## src/rtl/tensor_addr_gen_pkg.sv

```systemverilog
// Shared constants, descriptor layout and state type for the tensor
// address generators.
package tensor_addr_gen_pkg;

    localparam int BCNT = 24;
    localparam int BSTR = 5;
    localparam int BTCR = BCNT + 3 * BCNT + 3 * BSTR;

    localparam int BASE_OFF  = 0;
    localparam int SIZE0_OFF = 24;
    localparam int SIZE1_OFF = 48;
    localparam int SIZE2_OFF = 72;
    localparam int STR0_OFF  = 96;
    localparam int STR1_OFF  = 101;
    localparam int STR2_OFF  = 106;

    typedef enum logic [1:0] {
        IDLE,
        RUN,
        DONE
    } state_t;

    // Full-width sum; the caller truncates to the bank address width.
    function automatic logic [BCNT-1:0] calc_addr(
        input logic [BCNT-1:0] base,
        input logic [BCNT-1:0] i0,
        input logic [BCNT-1:0] i1,
        input logic [BCNT-1:0] i2,
        input logic [BSTR-1:0] s0,
        input logic [BSTR-1:0] s1,
        input logic [BSTR-1:0] s2
    );
        return base + (i0 << s0) + (i1 << s1) + (i2 << s2);
    endfunction

endpackage

```

## src/rtl/tensor_addr_gen_loop_cnt.sv

```systemverilog
// Three-level nested wrap counter; i0 is the innermost loop.
// Exposes the post-advance values so callers can precompute ahead.
module tensor_loop_cnt
    import tensor_addr_gen_pkg::*;
(
    input  logic            clk,
    input  logic            rst_n,
    input  logic            clr,
    input  logic            adv,
    input  logic [BCNT-1:0] size0,
    input  logic [BCNT-1:0] size1,
    input  logic [BCNT-1:0] size2,
    output logic [BCNT-1:0] i0,
    output logic [BCNT-1:0] i1,
    output logic [BCNT-1:0] i2,
    output logic [BCNT-1:0] n0,
    output logic [BCNT-1:0] n1,
    output logic [BCNT-1:0] n2,
    output logic            wrap0,
    output logic            wrap1,
    output logic            all_max
);

    logic at0;
    logic at1;
    logic at2;

    assign at0     = (i0 == size0);
    assign at1     = (i1 == size1);
    assign at2     = (i2 == size2);
    assign wrap0   = at0;
    assign wrap1   = at0 && at1;
    assign all_max = at0 && at1 && at2;

    always_comb begin
        n0 = at0 ? '0 : i0 + 1'b1;
        n1 = i1;
        n2 = i2;
        if (wrap0) begin
            n1 = at1 ? '0 : i1 + 1'b1;
        end
        if (wrap1) begin
            n2 = at2 ? '0 : i2 + 1'b1;
        end
    end

    always_ff @(posedge clk or negedge rst_n) begin
        if (!rst_n) begin
            i0 <= '0;
            i1 <= '0;
            i2 <= '0;
        end else if (clr) begin
            i0 <= '0;
            i1 <= '0;
            i2 <= '0;
        end else if (adv) begin
            i0 <= n0;
            i1 <= n1;
            i2 <= n2;
        end
    end

endmodule

```

## src/rtl/tensor_addr_gen.sv

```systemverilog
// Walks a 3-D tensor descriptor, presenting one registered bank
// address per granted request.
module tensor_addr_gen
    import tensor_addr_gen_pkg::*;
#(
    parameter int BADDR = 14
) (
    input  logic             clk,
    input  logic             rst_n,
    input  logic             cfg_we,
    input  logic [BTCR-1:0]  cfg_data,
    input  logic             start,
    output logic             busy,
    output logic             done,
    output logic             addr_en,
    input  logic             addr_grnt,
    output logic [BADDR-1:0] addr,
    output logic             addr_last
);

    state_t          state;
    logic [BTCR-1:0] desc;
    logic [BTCR-1:0] src;

    logic [BCNT-1:0] base;
    logic [BCNT-1:0] sz0;
    logic [BCNT-1:0] sz1;
    logic [BCNT-1:0] sz2;
    logic [BSTR-1:0] st0;
    logic [BSTR-1:0] st1;
    logic [BSTR-1:0] st2;

    logic [BCNT-1:0] i0;
    logic [BCNT-1:0] i1;
    logic [BCNT-1:0] i2;
    logic [BCNT-1:0] n0;
    logic [BCNT-1:0] n1;
    logic [BCNT-1:0] n2;
    logic            wrap0;
    logic            wrap1;
    logic            all_max;

    logic            xfer;
    logic            go;
    logic [BCNT-1:0] nxt_a;
    logic            nxt_last;
    logic [BCNT-1:0] src_base;
    logic            src_last;

    assign base = desc[BASE_OFF  +: BCNT];
    assign sz0  = desc[SIZE0_OFF +: BCNT];
    assign sz1  = desc[SIZE1_OFF +: BCNT];
    assign sz2  = desc[SIZE2_OFF +: BCNT];
    assign st0  = desc[STR0_OFF  +: BSTR];
    assign st1  = desc[STR1_OFF  +: BSTR];
    assign st2  = desc[STR2_OFF  +: BSTR];

    // A load in the start cycle must already steer the first address.
    assign src      = (state == IDLE && cfg_we) ? cfg_data : desc;
    assign src_base = src[BASE_OFF +: BCNT];
    assign src_last = (src[SIZE0_OFF +: BCNT] == '0)
                   && (src[SIZE1_OFF +: BCNT] == '0)
                   && (src[SIZE2_OFF +: BCNT] == '0);

    assign xfer     = addr_en && addr_grnt;
    assign go       = (state == IDLE) && start;
    assign nxt_a    = calc_addr(base, n0, n1, n2, st0, st1, st2);
    assign nxt_last = (n0 == sz0) && (n1 == sz1) && (n2 == sz2);

    tensor_loop_cnt u_cnt (
        .clk     (clk),
        .rst_n   (rst_n),
        .clr     (go),
        .adv     (xfer),
        .size0   (sz0),
        .size1   (sz1),
        .size2   (sz2),
        .i0      (i0),
        .i1      (i1),
        .i2      (i2),
        .n0      (n0),
        .n1      (n1),
        .n2      (n2),
        .wrap0   (wrap0),
        .wrap1   (wrap1),
        .all_max (all_max)
    );

    always_ff @(posedge clk or negedge rst_n) begin
        if (!rst_n) begin
            state     <= IDLE;
            desc      <= '0;
            busy      <= 1'b0;
            done      <= 1'b0;
            addr_en   <= 1'b0;
            addr      <= '0;
            addr_last <= 1'b0;
        end else begin
            done <= 1'b0;
            unique case (state)
                IDLE: begin
                    if (cfg_we) begin
                        desc <= cfg_data;
                    end
                    if (start) begin
                        state     <= RUN;
                        busy      <= 1'b1;
                        addr_en   <= 1'b1;
                        addr      <= src_base[BADDR-1:0];
                        addr_last <= src_last;
                    end
                end
                RUN: begin
                    if (xfer && addr_last) begin
                        state     <= DONE;
                        busy      <= 1'b0;
                        addr_en   <= 1'b0;
                        addr_last <= 1'b0;
                        done      <= 1'b1;
                    end else if (xfer) begin
                        addr      <= nxt_a[BADDR-1:0];
                        addr_last <= nxt_last;
                    end
                end
                DONE: begin
                    state <= IDLE;
                end
                default: begin
                    state <= IDLE;
                end
            endcase
        end
    end

endmodule
```

## config.mk

```make
export PLATFORM = sky130hd
export DESIGN_NAME = tensor_addr_gen
export DESIGN_NICKNAME = d
export VERILOG_FILES = /design/src/rtl/tensor_addr_gen_pkg.sv /design/src/rtl/tensor_addr_gen_loop_cnt.sv /design/src/rtl/tensor_addr_gen.sv
export SDC_FILE = /design/constraint.sdc
export NUM_CORES = 1
export LEC_CHECK = 0
export CAP_MARGIN = 20
export CORE_MARGIN = 8
export CORE_UTILIZATION = 59
export DETAILED_ROUTE_END_ITERATION = 16
export GPL_TIMING_DRIVEN = 0
export PLACE_DENSITY = 0.81
export SYNTH_ARGS = -nofsm -noshare
export SYNTH_HDL_FRONTEND = slang
export SYNTH_SLANG_ARGS = --single-unit
```

## constraint.sdc

```tcl
create_clock -name clk -period 7.3 [get_ports clk]
set_input_delay 1.46 -clock clk [delete_from_list [all_inputs] [get_ports clk]]
set_output_delay 1.46 -clock clk [all_outputs]
set_load 0.02 [all_outputs]
```

==> flow_metrics.env <==
export IMPL_finalNetCount=2000
export IMPL_cts_tree="built"
export IMPL_start_kind="flip-flop"
export IMPL_hold_class="reg -> reg"
export IMPL_cts_sinks=192
export IMPL_numCtsBuffers=17
export IMPL_required_ps=7690
export IMPL_place_area_sq_um=16600
export IMPL_post_route_util=0.689
export IMPL_clk_latency_ps=450
export IMPL_stdcell_area_sq_um=17200
export IMPL_synthTopCellsByArea="dfrtp_1 32%, mux2_2 6.5%, o21ai_0 5.2%, xnor2_1 5.0%, nand2_1 3.9%"
export IMPL_avgRoutedWirePerCell_microns=26.1
export IMPL_avgSynthCellArea_sq_um=8.77
export IMPL_p_per_area_nw_per_um2=377
export IMPL_path_class="reg -> reg"
export IMPL_final_antenna_net_count=0
export IMPL_fin_crit_sh=0.969
export IMPL_ys_top_cells_by_count="192 x dfrtp_1, 157 x nand2_1, 155 x o21ai_0, 95 x a21oi_1, 92 x nor2_1"
export IMPL_dpl_worst_slack_ps=-998
export IMPL_setup_ws_ps=225
export IMPL_die_area_sq_um=30700
export IMPL_final_hold_viol_count=0
export IMPL_syn_nets=1863
export IMPL_tns_ps=0
export IMPL_crit_fanout=10
export IMPL_n_antenna_cell=0
export IMPL_synth_top_area_share=0.321
export IMPL_syn_inst=1705
export IMPL_fp_dieH_microns=175
export IMPL_finClkSkew_ps=17.0
export IMPL_status="complete, no violations"
export IMPL_yosys_warnings=0
export IMPL_rsz0062_at_grt="no"
export IMPL_synthArstFlopShare=1.00
export IMPL_gp_congestion=1.02
export IMPL_yosysMostFrequentCell="dfrtp_1"
export IMPL_die_w_microns=175
export IMPL_grt_first_pass_wirelength_mm=88.4
export IMPL_max_freq_mhz=141
export IMPL_antenna_found_initial=1
export IMPL_viasPerCell=6.86
export IMPL_ys_types=85
export IMPL_synth_edf_count=0
export IMPL_fin_crit_ps=7080
export IMPL_synth_area_sq_um=15000
export IMPL_worst_setup_path_end_kind="flip-flop"
export IMPL_p_leak_nw=6.86
export IMPL_maxCapViolations=0
export IMPL_ys_ff_latch=192
export IMPL_track_usage=0.372
export IMPL_drc_errors=0
export IMPL_yosys_area_top_type="dfrtp_1"
export IMPL_hpwl_mm=44.3
export IMPL_grt_start_max_net_pins=113
export IMPL_ctsLongestPathBuffers=2
export IMPL_hold_buffers=0
export IMPL_start_util=0.598
export IMPL_core_sq_um=25000
export IMPL_first_iter_violations=2048
export IMPL_route_vias_total=15000
export IMPL_setup_violations_final=0
export IMPL_io_buffer_count=123
export IMPL_ys_seq_area_frac=0.321
export IMPL_cts_max_level=4
export IMPL_drt_pass1_iter_count=7
export IMPL_holdWs_ps=493
export IMPL_wirelength_mm=57.1
export IMPL_drv_slew=0
export IMPL_tightest_slew_ps=1310
export IMPL_synth_flop_cell="dfrtp_1"
export IMPL_drive_gt1_frac=0.104
export IMPL_io_pins=134
export IMPL_rows=58
export IMPL_grt_overflow=0
export IMPL_clockRootBuffer="clkbuf_16"
export IMPL_path_clk_slew_ps=90
export IMPL_grt_pass1_vias=14700
export IMPL_max_vdd_ir_drop_mv=0.353
export IMPL_slew_headroom=0.126
export IMPL_arrival_ps=7460
export IMPL_area_growth_pct=15.2
[repair_timing]
action	CTS	global route
pin swaps	1	0
resized for setup	6	12
buffers inserted	1	0
setup endpoints to repair	7	4
[worst paths after layout]
| check | startpoint | end | slack, ps | cells after the start |
|---|---|---|---|---|
| worst min-delay path | addr[1] | addr[1] | 490 | 2 |
| max in group asynchronous | rst_n | u_cnt.i2[23] | 5250 | 2 |
| worst max-delay path | u_cnt.i1[9] | addr[13] | 220 | 25 |
| worst max register to register | u_cnt.i1[9] | addr[13] | 220 | 25 |
| min in group asynchronous | rst_n | u_cnt.i0[9] | 1070 | 1 |
| worst min register to register | addr[1] | addr[1] | 490 | 2 |
[flip-flops by register name, indices dropped and copies added, names as in the netlist]
name / count
u_cnt.i2: 24
addr_last: 1
u_cnt.i1: 24
done: 1
state: 2
desc: 101
u_cnt.i0: 24
addr_en: 1
addr: 14
[stage by stage]
step / std cells / power (mW)
2_1_floorplan: 1705 / 4.19
3_3_place_gp: 2158 / 5.26
3_5_place_dp: 2159 / 5.41
4_1_cts: 2191 / 6.39
5_1_grt: 2185 / 6.88
6_report: 2185 / 6.51
[power breakdown]
part	internal [mW]	switching, mW	total [mW]
Combinational	1.50	2.11	3.61
Sequential	1.40	0.509	1.91
Clock	0.468	0.513	0.982
[critical path, cell delays in order (launching register included)]
cell and delay (ps):
dfrtp_1 380, buf_4 170, xor2_1 170, or4_1 530, or4_4 540, o211ai_1 520
buf_2 390, o32a_1 220, o31a_1 240, nand2b_1 170, fa_1 450, fa_1 540
inv_1 40, ha_1 220, fa_1 400, a21o_1 170, a21oi_1 200, nor2b_1 90
o21a_1 200, o22a_1 220, a211oi_1 290, nor2b_1 100, o21ai_0 200, nand2b_1 80
xnor3_1 360, o21ai_1 110
[layer usage]
| metal | wire length (microns) | GRT usage |
|---|---|---|
| met4 | 2520 | 0.164 |
| met1 | 23000 | 0.498 |
| met2 | 25500 | 0.575 |
| met3 | 6130 | 0.0764 |
| met5 | 0 | 0 |
[cells in the final DEF (no fill, tap or decap), types with 14 or more instances in the layout]
cell type	netlist	final
a211oi_1	18	18
a21oi_1	95	95
a22o_1	24	24
and3_1	35	35
buf_2	11	14
clkbuf_1	87	77
clkbuf_16	0	17
clkdlybuf4s50_1	0	122
dfrtp_1	192	192
fa_1	26	26
ha_1	16	16
inv_1	65	65
mux2_2	86	86
mux2i_1	24	24
nand2_1	157	156
nand2b_1	17	17
nand3_1	59	59
nand4_1	37	37
nor2_1	92	92
nor2b_1	14	14
nor3_1	27	27
nor4_1	41	38
o21ai_0	155	152
o31ai_1	18	18
or3_1	19	19
or4_1	16	16
xnor2_1	85	85
xor2_1	57	57
[layout make-up]
type                    count  area [sq um]
flip-flops and latches    192          4800
inverters                  66           248
plain buffers             105           463
clock buffers              19           443
fillers                  2027          7790
well taps                 330           413
multi-input cells        1335          9460
repair buffers            125          1270
clock inverters            13           143
[cell families after synthesis]
| family | after synthesis | share of synthesized area |
|---|---|---|
| adders and majority gates | 42 | 0.0482 |
| buffers and inverters | 178 | 0.0486 |
| AOI/OAI and AO/OA | 436 | 0.183 |
| DFF | 192 | 0.321 |
| and+or+nand+nor | 589 | 0.211 |
| muxes | 123 | 0.100 |
| xor gates and xnor gates | 145 | 0.0876 |
No activity file was read; power rests on OpenSTA's default activity.
